--- config.mk ---
export PLATFORM = sky130hd
export DESIGN_NAME = fp_mul_pipe
export DESIGN_NICKNAME = d
export VERILOG_FILES = /design/src/rtl/fp_mul_pipe.sv
export SDC_FILE = /design/constraint.sdc
export NUM_CORES = 2
export LEC_CHECK = 0
export BUFFER_PORTS_ARGS = -buffer_cell sky130_fd_sc_hd__buf_2
export CORE_MARGIN = 2
export CORE_UTILIZATION = 25
export CTS_CLUSTER_SIZE = 30
export DETAILED_ROUTE_END_ITERATION = 10
export PLACE_DENSITY_LB_ADDON = 0.12
export SYNTH_ARGS = -nofsm -noshare
export SYNTH_HDL_FRONTEND = slang
export SYNTH_SLANG_ARGS = --single-unit
--- constraint.sdc ---
create_clock -name clk -period 13.55 [get_ports clk]
set_clock_uncertainty 0.2 [all_clocks]
set_input_delay 1.355 -clock clk [delete_from_list [all_inputs] [get_ports clk]]
set_output_delay 1.355 -clock clk [all_outputs]
set_load 0.01 [all_outputs]
--- src/rtl/fp_mul_pipe.sv ---
// fp_mul_pipe: parametrised IEEE-754 binary floating-point multiplier.
// Three register stages (unpack/multiply, normalise, round/pack) behind a
// valid/ready handshake. The entire pipeline stalls while a result is held
// back by the consumer. Subnormal operands are flushed to zero, and underflow
// returns signed zero.
module fp_mul_pipe #(
   parameter int EXP_W = 8,
   parameter int MAN_W = 23
) (
   input  logic                   clk,
   input  logic                   rst_n,
   input  logic                   in_valid,
   output logic                   in_ready,
   input  logic [2:0]             r_mode,
   input  logic [EXP_W+MAN_W:0]   fp_X,
   input  logic [EXP_W+MAN_W:0]   fp_Y,
   output logic                   out_valid,
   input  logic                   out_ready,
   output logic [EXP_W+MAN_W:0]   fp_Z,
   output logic                   ovrf,
   output logic                   udrf,
   output logic                   inv
);

   localparam int W  = 1 + EXP_W + MAN_W;   // packed word width
   localparam int SW = MAN_W + 1;           // significand width incl. hidden one
   localparam int PW = 2 * SW;              // significand product width
   localparam int XW = EXP_W + 2;           // signed working exponent width

   localparam logic [XW-1:0]    BIAS     = {3'b000, {(EXP_W-1){1'b1}}};
   localparam logic [XW-1:0]    EXP_OVF  = {2'b00, {EXP_W{1'b1}}};
   localparam logic [EXP_W-1:0] EXP_ONES = {EXP_W{1'b1}};
   localparam logic [EXP_W-1:0] EXP_MAXF = {{(EXP_W-1){1'b1}}, 1'b0};
   localparam logic [W-1:0]     QNAN     = {1'b0, {EXP_W{1'b1}}, 1'b1, {(MAN_W-1){1'b0}}};

   typedef enum logic [2:0] {
      RM_RNE = 3'd0,   // nearest, ties to even
      RM_RTZ = 3'd1,   // toward zero
      RM_RDN = 3'd2,   // toward -inf
      RM_RUP = 3'd3,   // toward +inf
      RM_RNA = 3'd4    // nearest, ties away from zero
   } rmode_e;

   // All stages share one enable, so a stalled output freezes everything.
   logic advance;
   logic out_valid_q;

   assign advance   = !out_valid_q || out_ready;
   assign in_ready  = advance;
   assign out_valid = out_valid_q;

   // ---------------- S1: unpack, classify, multiply ----------------
   logic [EXP_W-1:0] x_exp, y_exp;
   logic [MAN_W-1:0] x_frac, y_frac;
   logic             x_zero, y_zero, x_inf, y_inf, x_nan, y_nan;

   assign x_exp  = fp_X[W-2 -: EXP_W];
   assign y_exp  = fp_Y[W-2 -: EXP_W];
   assign x_frac = fp_X[MAN_W-1:0];
   assign y_frac = fp_Y[MAN_W-1:0];
   assign x_zero = (x_exp == '0);
   assign y_zero = (y_exp == '0);
   assign x_inf  = (x_exp == EXP_ONES) && (x_frac == '0);
   assign y_inf  = (y_exp == EXP_ONES) && (y_frac == '0);
   assign x_nan  = (x_exp == EXP_ONES) && (x_frac != '0);
   assign y_nan  = (y_exp == EXP_ONES) && (y_frac != '0);

   logic          s1_valid_q;
   logic          s1_sign_q,     s1_sign_d;
   logic [PW-1:0] s1_prod_q,     s1_prod_d;
   logic [XW-1:0] s1_exp_q,      s1_exp_d;
   rmode_e        s1_rm_q,       s1_rm_d;
   logic          s1_spec_q,     s1_spec_d;
   logic [W-1:0]  s1_spec_z_q,   s1_spec_z_d;
   logic          s1_spec_inv_q, s1_spec_inv_d;

   // Decode operands; resolve NaN/inf/zero here so later stages only bypass.
   always_comb begin
      s1_sign_d     = fp_X[W-1] ^ fp_Y[W-1];
      s1_prod_d     = {{SW{1'b0}}, 1'b1, x_frac} * {{SW{1'b0}}, 1'b1, y_frac};
      s1_exp_d      = {2'b00, x_exp} + {2'b00, y_exp} - BIAS;
      s1_rm_d       = (r_mode > 3'd4) ? RM_RNE : rmode_e'(r_mode);
      s1_spec_d     = 1'b1;
      s1_spec_z_d   = '0;
      s1_spec_inv_d = 1'b0;
      if (x_nan || y_nan) begin
         s1_spec_z_d = QNAN;
      end else if ((x_inf && y_zero) || (y_inf && x_zero)) begin
         s1_spec_z_d   = QNAN;
         s1_spec_inv_d = 1'b1;
      end else if (x_inf || y_inf) begin
         s1_spec_z_d = {s1_sign_d, EXP_ONES, {MAN_W{1'b0}}};
      end else if (x_zero || y_zero) begin
         s1_spec_z_d = {s1_sign_d, {(W-1){1'b0}}};
      end else begin
         s1_spec_d = 1'b0;
      end
   end

   // S1 pipeline register.
   always_ff @(posedge clk or negedge rst_n) begin
      if (!rst_n) begin
         s1_valid_q    <= 1'b0;
         s1_sign_q     <= 1'b0;
         s1_prod_q     <= '0;
         s1_exp_q      <= '0;
         s1_rm_q       <= RM_RNE;
         s1_spec_q     <= 1'b0;
         s1_spec_z_q   <= '0;
         s1_spec_inv_q <= 1'b0;
      end else if (advance) begin
         s1_valid_q    <= in_valid;
         s1_sign_q     <= s1_sign_d;
         s1_prod_q     <= s1_prod_d;
         s1_exp_q      <= s1_exp_d;
         s1_rm_q       <= s1_rm_d;
         s1_spec_q     <= s1_spec_d;
         s1_spec_z_q   <= s1_spec_z_d;
         s1_spec_inv_q <= s1_spec_inv_d;
      end
   end

   // ---------------- S2: normalise and extract G/R/S ----------------
   logic [PW-2:0]    norm;   // product below the leading one, left aligned
   logic [XW-1:0]    s2_exp_d,  s2_exp_q;
   logic [MAN_W-1:0] s2_frac_d, s2_frac_q;
   logic             s2_g_d, s2_r_d, s2_s_d, s2_g_q, s2_r_q, s2_s_q;
   logic             s2_valid_q, s2_sign_q, s2_spec_q, s2_spec_inv_q;
   rmode_e           s2_rm_q;
   logic [W-1:0]     s2_spec_z_q;

   // The product of two normal significands is in [1,4); drop the leading one.
   always_comb begin
      if (s1_prod_q[PW-1]) begin
         norm     = s1_prod_q[PW-2:0];
         s2_exp_d = s1_exp_q + XW'(1);
      end else begin
         norm     = {s1_prod_q[PW-3:0], 1'b0};
         s2_exp_d = s1_exp_q;
      end
      s2_frac_d = norm[PW-2 -: MAN_W];
      s2_g_d    = norm[PW-2-MAN_W];
      s2_r_d    = norm[PW-3-MAN_W];
      s2_s_d    = |norm[PW-4-MAN_W:0];
   end

   // S2 pipeline register.
   always_ff @(posedge clk or negedge rst_n) begin
      if (!rst_n) begin
         s2_valid_q    <= 1'b0;
         s2_sign_q     <= 1'b0;
         s2_exp_q      <= '0;
         s2_frac_q     <= '0;
         s2_g_q        <= 1'b0;
         s2_r_q        <= 1'b0;
         s2_s_q        <= 1'b0;
         s2_rm_q       <= RM_RNE;
         s2_spec_q     <= 1'b0;
         s2_spec_z_q   <= '0;
         s2_spec_inv_q <= 1'b0;
      end else if (advance) begin
         s2_valid_q    <= s1_valid_q;
         s2_sign_q     <= s1_sign_q;
         s2_exp_q      <= s2_exp_d;
         s2_frac_q     <= s2_frac_d;
         s2_g_q        <= s2_g_d;
         s2_r_q        <= s2_r_d;
         s2_s_q        <= s2_s_d;
         s2_rm_q       <= s1_rm_q;
         s2_spec_q     <= s1_spec_q;
         s2_spec_z_q   <= s1_spec_z_q;
         s2_spec_inv_q <= s1_spec_inv_q;
      end
   end

   // ---------------- S3: round, range check, pack ----------------
   logic           inc, to_inf, under, over, inexact;
   logic [MAN_W:0] frac_rnd;
   logic [XW-1:0]  exp_rnd;
   logic [W-1:0]   z_d;
   logic           ovrf_d, udrf_d, inv_d;
   logic [W-1:0]   fp_Z_q;
   logic           ovrf_q, udrf_q, inv_q;

   // Rounding increment, carry renormalisation and overflow/underflow selection.
   always_comb begin
      inexact = s2_g_q | s2_r_q | s2_s_q;
      case (s2_rm_q)
         RM_RNE:  inc = s2_g_q & (s2_r_q | s2_s_q | s2_frac_q[0]);
         RM_RTZ:  inc = 1'b0;
         RM_RDN:  inc = s2_sign_q & inexact;
         RM_RUP:  inc = ~s2_sign_q & inexact;
         RM_RNA:  inc = s2_g_q;
         default: inc = 1'b0;
      endcase
      // A carry out leaves the fraction bits at zero, i.e. exactly 1.0.
      frac_rnd = {1'b0, s2_frac_q} + {{MAN_W{1'b0}}, inc};
      exp_rnd  = s2_exp_q + {{(XW-1){1'b0}}, frac_rnd[MAN_W]};
      under    = s2_exp_q[XW-1] || (s2_exp_q == '0);
      over     = !exp_rnd[XW-1] && (exp_rnd >= EXP_OVF);
      case (s2_rm_q)
         RM_RTZ:  to_inf = 1'b0;
         RM_RDN:  to_inf = s2_sign_q;
         RM_RUP:  to_inf = ~s2_sign_q;
         default: to_inf = 1'b1;
      endcase
      z_d    = {s2_sign_q, exp_rnd[EXP_W-1:0], frac_rnd[MAN_W-1:0]};
      ovrf_d = 1'b0;
      udrf_d = 1'b0;
      inv_d  = 1'b0;
      if (s2_spec_q) begin
         z_d   = s2_spec_z_q;
         inv_d = s2_spec_inv_q;
      end else if (under) begin
         z_d    = {s2_sign_q, {(W-1){1'b0}}};
         udrf_d = 1'b1;
      end else if (over) begin
         ovrf_d = 1'b1;
         z_d    = to_inf ? {s2_sign_q, EXP_ONES, {MAN_W{1'b0}}}
                         : {s2_sign_q, EXP_MAXF, {MAN_W{1'b1}}};
      end
   end

   // Output register; held stable while the consumer stalls.
   always_ff @(posedge clk or negedge rst_n) begin
      if (!rst_n) begin
         out_valid_q <= 1'b0;
         fp_Z_q      <= '0;
         ovrf_q      <= 1'b0;
         udrf_q      <= 1'b0;
         inv_q       <= 1'b0;
      end else if (advance) begin
         out_valid_q <= s2_valid_q;
         fp_Z_q      <= z_d;
         ovrf_q      <= ovrf_d;
         udrf_q      <= udrf_d;
         inv_q       <= inv_d;
      end
   end

   assign fp_Z = fp_Z_q;
   assign ovrf = ovrf_q;
   assign udrf = udrf_q;
   assign inv  = inv_q;

endmodule
==> results.env <==
FILL_CELLS=11230
PATH_MAX_FANOUT=17
DIE_WIDTH_UM=326.4
WORSTSETUPSTARTPOINTTYPE='primary input'
WIRE_LENGTH_OF_THE_FIRST_GLOBAL_ROUTING_PASS_MM=133.3
TIGHTESTPINTRANSITION_NS=0.9947
CRIT_REQUIRED_NS=13.67
WORST_SLEW_MARGIN_REL_PCT=33.69
POSTLAYOUTSETUPSLACKWORST_NS=4.944
POST_CTS_SETUP_BUFFER_COUNT=0
DIE_HEIGHT_UM=326.4
TOTALNEGATIVESETUPSLACK_NS=0
DRT-TOTAL-WL_MM=85.76
FINALMAXSLEWVIOLATIONS=0
FINAL_CELL_AREA_MM2=0.02837
YOSYSWARNINGCOUNT=0
CTS_ROOT_BUF='sky130_fd_sc_hd__clkbuf_16'
TIMING.CRITICAL_PATH.SLOWEST_CELL_DELAY_NS=0.55
CLOCK_TREE_SINKS=150
SYNTH.DISTINCT_CELLS=71
CTSRESIZECOUNT=0
ROUTE.DETAILED.DRC=0
GRT_PASS1_VIAS=21440
SYNTH_FP_NETS=3652
GRT_MAX_DEGREE=78
MAX-CAP-VIOLATIONS=0
INITIAL_CORE_UTILIZATION_PCT=25.15
FINISH.NET_COUNT=3646
WORSTHOLDPATHTYPE='reg -> reg'
ACHIEVABLE-FREQUENCY_GHz=0.1162
WORST_SLACK_AT_PLACEMENT_NS=4.376
SETUP_VIOL_COUNT_FINAL=0
STATUS='completed'
DIEAREA_MM2=0.1066
WORST_SETUP_PATH_END_KIND='flop'
SYNTH.FF_LATCH_COUNT=150
TIMING.CRITICAL_PATH.ARRIVAL_NS=8.72
CLK_LATENCY_NS=0.45
MAX-CLOCK-PATH-BUFFERS=2
TIMING.FINAL.CRIT_PERIOD_NS=8.606
YS_SEQ_AREA_SHARE_PCT=14.44
POST_ROUTE_CELLS_DRIVE_ABOVE_1_SHARE_PCT=5.737
ROUTED_WIRE_LENGTH_PER_INSTANCE_UM=19.98
SYNTHESIS.AREA_PER_INSTANCE_UM2=8.947
NETLIST_AREA_MM2=0.02599
ROUTED-VIA-COUNT=19160
FINISH.UTILIZATION_PCT=27.45
NUMCTSBUFFERS=17
PLACE_CONGESTION=0.8532
REGTOREGSETUPSLACK_NS=8.31
IO_PINS=108
ANTENNA_LEFT=0
ASYNCSETRESETFLOPFRACSYNTH_PCT=100.0
HOLD_BUFFERS=0
DRT_ITER0_DRC=1024
NUMBER_OF_FLOPS_MAPPED_TO_ENABLE_CELLS_BY_YOSYS=0
CLOCK_TREE.HTREE_LEVEL_COUNT=4
WHS_PATH_DEPTH=2
SLOWEST_CELL_ON_CRIT_PATH='sky130_fd_sc_hd__fa_1'
CLKSLEWWORSTSETUPHOLDPATHS_NS=0.07
IO_BUFFERS=107
GROUTE.USAGE.OVERALL_PCT=16.41
CRITICAL_PATH.MOST_COMMON_CELL='sky130_fd_sc_hd__fa_1'
HOLD_VIOL=0
ROUTED_VIA_DENSITY=4.463
SYN2LAYOUT_AREA_GROWTH_PCT=9.147
CORE_AREA_MM2=0.1033
FINAL_PERIOD_UTILIZATION_PCT=63.51
PLACE_HPWL_MM=65.77
ROWS=118
PLACEDINSTANCEAREA_MM2=0.02781
DRT-PASS1-ITER-COUNT=8
WORSTREGTOREGCELLS=24
INITIAL_ANTENNA_VIOLATION_COUNT=1
GRT_SETUP_UNREPAIRED='false'
POSTSYNTHCELLCOUNT=2905
CTS_TREE='built'
TIMING.SETUP.CRITICAL_PATH_CLASS='in -> reg'
SYNTHFLOPTYPE='sky130_fd_sc_hd__dfrtp_1'
GRT_REMAINING_OVERFLOW=0
[layout by cell type, fill, tap and decap left out, drive strengths merged, types with 7 or more instances in the layout]
master and n:
nand2b 13, dfrtp 150, and2 243, nand2 445, xnor2 46, o22a 7, a31oi 12, buf 115
o21bai 12, a21o 27, o21ai 79, nand3 21, ha 193, inv 596, a21oi 84, clkbuf 17
mux2i 27, a211oi 10, nor2 120, nor4 21, a22o 24, xor2 38, nand4 26, and3 21
nor3 16, fa 483
[flip-flops by register name, indices dropped and copies added, names as in the netlist, 3 cells and up]
name         flops
fp_Z            32
s1_exp_q        10
s1_prod_q       48
s1_rm_q          3
s1_spec_z_q      3
s2_exp_q        10
s2_frac_q       23
s2_rm_q          3
s2_spec_z_q      3
[synthesized netlist by cell type, types with 2 or more instances]
library cell / instances / area [um^2]
sky130_fd_sc_hd__a211o_1: 2 / 17.52
sky130_fd_sc_hd__a211oi_1: 9 / 67.56
sky130_fd_sc_hd__a21o_1: 27 / 202.7
sky130_fd_sc_hd__a21oi_1: 83 / 415.4
sky130_fd_sc_hd__a22o_1: 24 / 210.2
sky130_fd_sc_hd__a31o_4: 2 / 35.03
sky130_fd_sc_hd__a31oi_1: 10 / 62.56
sky130_fd_sc_hd__and2_1: 243 / 1520
sky130_fd_sc_hd__and3_1: 20 / 125.1
sky130_fd_sc_hd__and4_1: 4 / 35.03
sky130_fd_sc_hd__buf_1: 5 / 18.77
sky130_fd_sc_hd__buf_2: 2 / 10.01
sky130_fd_sc_hd__clkbuf_1: 130 / 488.0
sky130_fd_sc_hd__clkbuf_2: 2 / 10.01
sky130_fd_sc_hd__clkinv_1: 3 / 11.26
sky130_fd_sc_hd__dfrtp_1: 150 / 3754
sky130_fd_sc_hd__fa_1: 483 / 9669
sky130_fd_sc_hd__ha_1: 193 / 2415
sky130_fd_sc_hd__inv_1: 586 / 2200
sky130_fd_sc_hd__mux2i_1: 27 / 270.3
sky130_fd_sc_hd__nand2_1: 445 / 1670
sky130_fd_sc_hd__nand2b_1: 13 / 81.33
sky130_fd_sc_hd__nand3_1: 21 / 105.1
sky130_fd_sc_hd__nand4_1: 26 / 162.7
sky130_fd_sc_hd__nor2_1: 119 / 446.7
sky130_fd_sc_hd__nor2b_1: 6 / 37.54
sky130_fd_sc_hd__nor3_1: 16 / 80.08
sky130_fd_sc_hd__nor3b_1: 4 / 30.03
sky130_fd_sc_hd__nor4_1: 21 / 131.4
sky130_fd_sc_hd__o211ai_1: 2 / 15.01
sky130_fd_sc_hd__o21a_1: 2 / 15.01
sky130_fd_sc_hd__o21ai_0: 70 / 350.3
sky130_fd_sc_hd__o21ai_1: 8 / 40.04
sky130_fd_sc_hd__o21bai_1: 12 / 90.09
sky130_fd_sc_hd__o22a_1: 7 / 61.31
sky130_fd_sc_hd__o22ai_1: 2 / 12.51
sky130_fd_sc_hd__o31a_1: 2 / 17.52
sky130_fd_sc_hd__o31ai_1: 5 / 37.54
sky130_fd_sc_hd__o41a_1: 2 / 22.52
sky130_fd_sc_hd__o41ai_1: 3 / 26.28
sky130_fd_sc_hd__or2_2: 2 / 12.51
sky130_fd_sc_hd__xnor2_1: 46 / 402.9
sky130_fd_sc_hd__xor2_1: 38 / 332.8
[routing by layer]
metal,wire [um],up-vias,GRT usage (%)
li1,-,8824,-
met5,7,-,0
met2,39180,424,26.76
met4,1587,2,3.650
met3,3095,89,1.797
met1,41890,9818,23.40
[per-stage QoR]
stage	std cells	hold slack (ns)
floorplan	2905	0.2300
global placement	4260	0.2455
detailed placement	4260	0.2532
CTS	4291	0.2685
global route	4291	0.2863
finish	4292	0.2639
[final cells by class]
| cell class | instances | area (um^2) | share of cell area [%] |
|---|---|---|---|
| antenna | 1 | 2.502 | 0.008821 |
| clock buffer | 17 | 425.4 | 1.500 |
| clock inverter | 14 | 135.1 | 0.4763 |
| inverter | 590 | 2217 | 7.815 |
| multi-input combinational | 2025 | 19510 | 68.76 |
| sequential | 150 | 3755 | 13.24 |
| tap | 1380 | 1727 | 6.087 |
| timing repair buffer | 115 | 601.8 | 2.121 |
[critical path: cells and delay by family]
kind	cells	cell delay (ns)
adder cells (fa/ha/maj)	8	3.87
AO/OA/AOI/OAI	7	1.59
buffers and inverters	8	1.23
AND/OR/NAND/NOR	3	0.48
XOR/XNOR	1	0.18
[kinds of logic after synthesis]
family / after synthesis / synth area share [%]
buf+inv: 730 / 10.58
simple gates: 946 / 17.26
xor+xnor: 84 / 2.831
flops: 150 / 14.44
mux: 27 / 1.040
fa+ha+maj: 676 / 46.49
compound gates: 292 / 7.361
[worst paths after layout]
kind / startpoint / end
max in group asynchronous: rst_n / s1_prod_q[47]
hold / removal: s1_prod_q[4] / s1_prod_q[4]
hold reg to reg: s1_prod_q[4] / s1_prod_q[4]
min in group asynchronous: rst_n / fp_Z[11]
setup reg to reg: s2_rm_q[2] / fp_Z[22]
setup / recovery: fp_Y[8] / s1_prod_q[42]
Power is not shown: default switching activity piles up to over one toggle a cycle in this logic, so the estimate is an artifact.
